**config.mk**
```make
export PLATFORM = sky130hd
export DESIGN_NAME = excess3_to_bcd_packer
export DESIGN_NICKNAME = d
export VERILOG_FILES = /design/src/rtl/excess3_to_bcd_packer.sv
export SDC_FILE = /design/constraint.sdc
export NUM_CORES = 1
export LEC_CHECK = 0
export ABC_AREA = 1
export CAP_MARGIN = 20
export CELL_PAD_IN_SITES_DETAIL_PLACEMENT = 1
export CELL_PAD_IN_SITES_GLOBAL_PLACEMENT = 1
export CORE_AREA = 3 3 69 71
export DETAILED_ROUTE_END_ITERATION = 16
export DIE_AREA = 0 0 72 74
export PLACE_DENSITY = 0.85
export SYNTH_ARGS = -nofsm -noshare
export SYNTH_HDL_FRONTEND = slang
export SYNTH_SLANG_ARGS = --single-unit
```
**constraint.sdc**
```tcl
create_clock -name clk -period 2.1 [get_ports clk]
set_input_delay 0.63 -clock clk [delete_from_list [all_inputs] [get_ports clk]]
set_output_delay 0.63 -clock clk [all_outputs]
set_load 0.02 [all_outputs]
```
**src/rtl/excess3_to_bcd_packer.sv**
```systemverilog
// Serial excess-3 to packed-BCD decoder. Digits arrive most significant first and are
// collected into a DIGITS-nibble word. Each invalid code is stored as zero and flagged.
module excess3_to_bcd_packer #(
  parameter int DIGITS = 4,
  parameter int ERR_W  = 8,
  localparam int CNT_W = $clog2(DIGITS)
) (
  input  logic                  clk,
  input  logic                  rst_n,
  input  logic                  clr,
  input  logic                  in_valid,
  output logic                  in_ready,
  input  logic [3:0]            in_digit,
  output logic                  out_valid,
  input  logic                  out_ready,
  output logic [4*DIGITS-1:0]   out_bcd,
  output logic [DIGITS-1:0]     out_err_mask,
  output logic                  out_err,
  output logic [ERR_W-1:0]      err_cnt,
  output logic                  dbg_state,
  output logic [CNT_W-1:0]      dbg_cnt
);

  // Handshake: a transfer happens on a rising edge where valid && ready are both high;
  // ready depends only on the registered state, and valid never waits on ready.
  typedef enum logic {COLLECT = 1'b0, HOLD = 1'b1} state_t;

  state_t              state_q, state_d;
  logic [CNT_W-1:0]    cnt_q, cnt_d;
  logic [4*DIGITS-1:0] word_q, word_d;
  logic [DIGITS-1:0]   mask_q, mask_d;
  logic [ERR_W-1:0]    err_cnt_q, err_cnt_d;
  logic                in_ready_q, in_ready_d;
  logic                out_valid_q, out_valid_d;
  logic                out_err_q, out_err_d;
  logic                digit_ok;
  logic [3:0]          digit_bcd;

  assign digit_ok  = (in_digit >= 4'd3) && (in_digit <= 4'd12);
  assign digit_bcd = digit_ok ? (in_digit - 4'd3) : 4'd0;

  always_comb begin
    state_d   = state_q;
    cnt_d     = cnt_q;
    word_d    = word_q;
    mask_d    = mask_q;
    err_cnt_d = err_cnt_q;
    if (clr) begin
      state_d = COLLECT;
      cnt_d   = '0;
      word_d  = '0;
      mask_d  = '0;
    end else begin
      case (state_q)
        COLLECT: begin
          if (in_valid) begin
            // Shift in from the LS side so the first digit ends in the top nibble.
            word_d = {word_q[4*DIGITS-5:0], digit_bcd};
            mask_d = {mask_q[DIGITS-2:0], ~digit_ok};
            if (!digit_ok && (err_cnt_q != {ERR_W{1'b1}}))
              err_cnt_d = err_cnt_q + ERR_W'(1);
            if (cnt_q == CNT_W'(DIGITS - 1)) begin
              state_d = HOLD;
              cnt_d   = '0;
            end else begin
              cnt_d = cnt_q + CNT_W'(1);
            end
          end
        end
        HOLD: begin
          if (out_ready) state_d = COLLECT;
        end
        default: state_d = COLLECT;
      endcase
    end
    in_ready_d  = (state_d == COLLECT);
    out_valid_d = (state_d == HOLD);
    out_err_d   = |mask_d;
  end

  always_ff @(posedge clk or negedge rst_n) begin
    if (!rst_n) begin
      state_q     <= COLLECT;
      cnt_q       <= '0;
      word_q      <= '0;
      mask_q      <= '0;
      err_cnt_q   <= '0;
      in_ready_q  <= 1'b1;
      out_valid_q <= 1'b0;
      out_err_q   <= 1'b0;
    end else begin
      state_q     <= state_d;
      cnt_q       <= cnt_d;
      word_q      <= word_d;
      mask_q      <= mask_d;
      err_cnt_q   <= err_cnt_d;
      in_ready_q  <= in_ready_d;
      out_valid_q <= out_valid_d;
      out_err_q   <= out_err_d;
    end
  end

  assign in_ready     = in_ready_q;
  assign out_valid    = out_valid_q;
  assign out_bcd      = word_q;
  assign out_err_mask = mask_q;
  assign out_err      = out_err_q;
  assign err_cnt      = err_cnt_q;
  assign dbg_state    = state_q;
  assign dbg_cnt      = cnt_q;

endmodule

```
==> run metrics <==
clk buf depth 2; Levels on crit path 1; DR top layer met4; Critical Path Start Type register; die extent in x ~72 um; Power, Total between 1.5 and 2 mW; Detail Route Antenna Nets 0; Post-Route M1 WL 1.73 mm; Rows 24; cts hold-fix bufs 0; # resized after CTS 0; Synth area leader dfrtp_1; WS Path Type register to output port; Post-Syn Nets 191; # DRC 0; placed cell areas between 0.002 and 0.0025 mm^2; gpl congestion around 0.79; Antenna Cells 0; final period utilization around 96%; xor and xnor area share after synthesis roughly 1.7%; Pre-antenna DRT Iters 4; Worst Path Max Fanout 1; first-pass GRT wire length between 6 and 7 mm; status completed; Setup-failing EPs final 0; Root Buffer Master clkbuf_8; CP cell instances clkdlybuf4s50_1; endpoint type of the worst setup path output port; Largest stage delay, worst path 590 ps; largest family of logic cells by synthesized area simple AND/OR/NAND/NOR gates; Synth Instances 178; Worst VDD drop around 0.35 mV; RR Endpoint err_cnt[1]; most common cell after layout, fill and taps aside nand2_1; Final nets 240; initial antenna violation count 0; post-synthesis adder-cell area fraction around 3.2%; Core Area approximately 0.0043 mm^2; reg2reg setup slack 720 ps; DRT iter0 DRCs about 50; Final Cell Area 0.00215 mm^2; fmax 0.497 GHz; port buffer count 42; Hold Path Origin out_bcd[14]; share of the synthesized area in the top cell type between 50% and 60%; commonest cells after routing, fill and taps aside nand2_1, clkdlybuf4s50_1, dfrtp_1; Slew Limit Headroom a little under three quarters; CP startpoint in_ready; WL met2 between 1.5 and 2 mm; vias in the first global route around 1400; Compound-Gate Fraction of Synth Area between 8 and 9%; reg2reg path depth 7; Die Ht approximately 74 um; Buf/Inv on CP 1; GRT overflow 0; crit path to in_ready; post-synthesis sequential area ratio a little over half; synth warn 0; I/O pin total 43; RSZ-0062 raised after global routing false; H-Tree Depth 2; CTS tree yes; Crit path max-delay family buffers and inverters; Layout Utilization 50.2%; total negative setup slack 0 ps; static leakage between 1 and 1.5 nW; Synth Register Bits 33; mux share of post-synthesis cell area 0%; CP max-delay cell clkdlybuf4s50_1; power per cell area between 700 and 800 mW/mm^2; top cells by area, synth dfrtp_1, nand2_1, inv_1, o22ai_1, ha_1; via count approximately 1300; final hold violation count 0; P&R area growth vs syn 38.2%; share of post-route cells with drive strength above 1 12.7%; die area around 0.0053 mm^2; syn avg cell area between 8 and 9 um^2; total CTS buffers 5; initial core utilization 36.3%; Min-Delay Path Class register to register; Max-Cap Viols 0; DR WL/cell 13.5 um; Tmin final 2010 ps; DRT Wirelength around 3.8 mm; routed length on met3 147 um; RR Startpoint err_cnt[0]; largest net degree at the start of global routing 34; worst-margin pin slew 426 ps; synthesized area ~0.0016 mm^2; Clock Pin Slew Worst Setup and Hold Paths roughly 60 ps; clock latency on the worst-skew pair around 280 ps; worst hold margin 497 ps; All-Layer GR Usage between 10% and 20%; WP data required 1470 ps; Post-Synth Simple-Gate Area ~25%; Layout Skew roughly 4.7 ps; Final HPWL DP roughly 2.9 mm; CP arrival 1380 ps; clk sink count 33; Slew Limit Fails 0; Vias/cell 4.80; Post-CTS Setup Inserts 0; Yosys cell types 25
## worst min-delay path by stage
stage                              to  slack [ps]  cells after the start
after floorplan            dbg_cnt[0]         330                      0
after global placement    out_bcd[15]         470                      2
after detailed placement  out_bcd[13]         490                      2
after CTS                 out_bcd[13]         500                      2
after global routing      out_bcd[14]         530                      2
final                     out_bcd[14]         500                      2
## kinds of logic after synthesis
| logic type | Yosys count |
|---|---|
| adders and majority gates | 4 |
| and+or+nand+nor | 82 |
| DFF | 33 |
| AOI/OAI and AO/OA | 22 |
| xor gates and xnor gates | 3 |
| buffers and inverters | 34 |
## routing by layer
metal,up-vias,global-route usage (%)
met5,-,0
met1,655,20.1
met4,0,5.64
met3,5,3.51
met2,31,25.9
li1,654,-
## synthesized netlist by cell type, drive strengths merged
cell and number:
nor3 1, nand3 13, buf 3, inv 30, dfrtp 32, nand4 1
o22ai 10, o31ai 1, nor2 6, ha 4, xor2 3, nand3b 2
a22o 1, nand2 59, clkbuf 1, dfstp 1, o21ai 10
## cell type report
cell class,instances,area [um^2]
well taps,52,65.1
multi-input cells,111,598
inverters,30,113
clock inverters,1,5.00
clock buffers,7,96.3
fillers,514,2140
repair buffers,46,450
flip-flops and latches,33,827
## flip-flops by register name, indices dropped and copies added, names as in the netlist
register      cells
in_ready          1
out_bcd          16
out_err           1
out_valid         1
dbg_cnt           2
out_err_mask      4
err_cnt           8
## through the flow
stage	cells	setup WS, ps
2_1_floorplan	178	670
3_3_place_gp	272	38.2
3_5_place_dp	272	-44.1
4_1_cts	280	70.7
5_1_grt	280	48.9
6_report	280	88.4
## power breakdown
| group | switching, mW | internal [mW] | total [mW] |
|---|---|---|---|
| clock | 0.226 | 0.296 | 0.522 |
| sequential | 0.0448 | 0.680 | 0.725 |
| combinational | 0.200 | 0.156 | 0.355 |
| total | 0.470 | 1.13 | 1.60 |
Note: power is estimated with default switching activity, not from simulation.
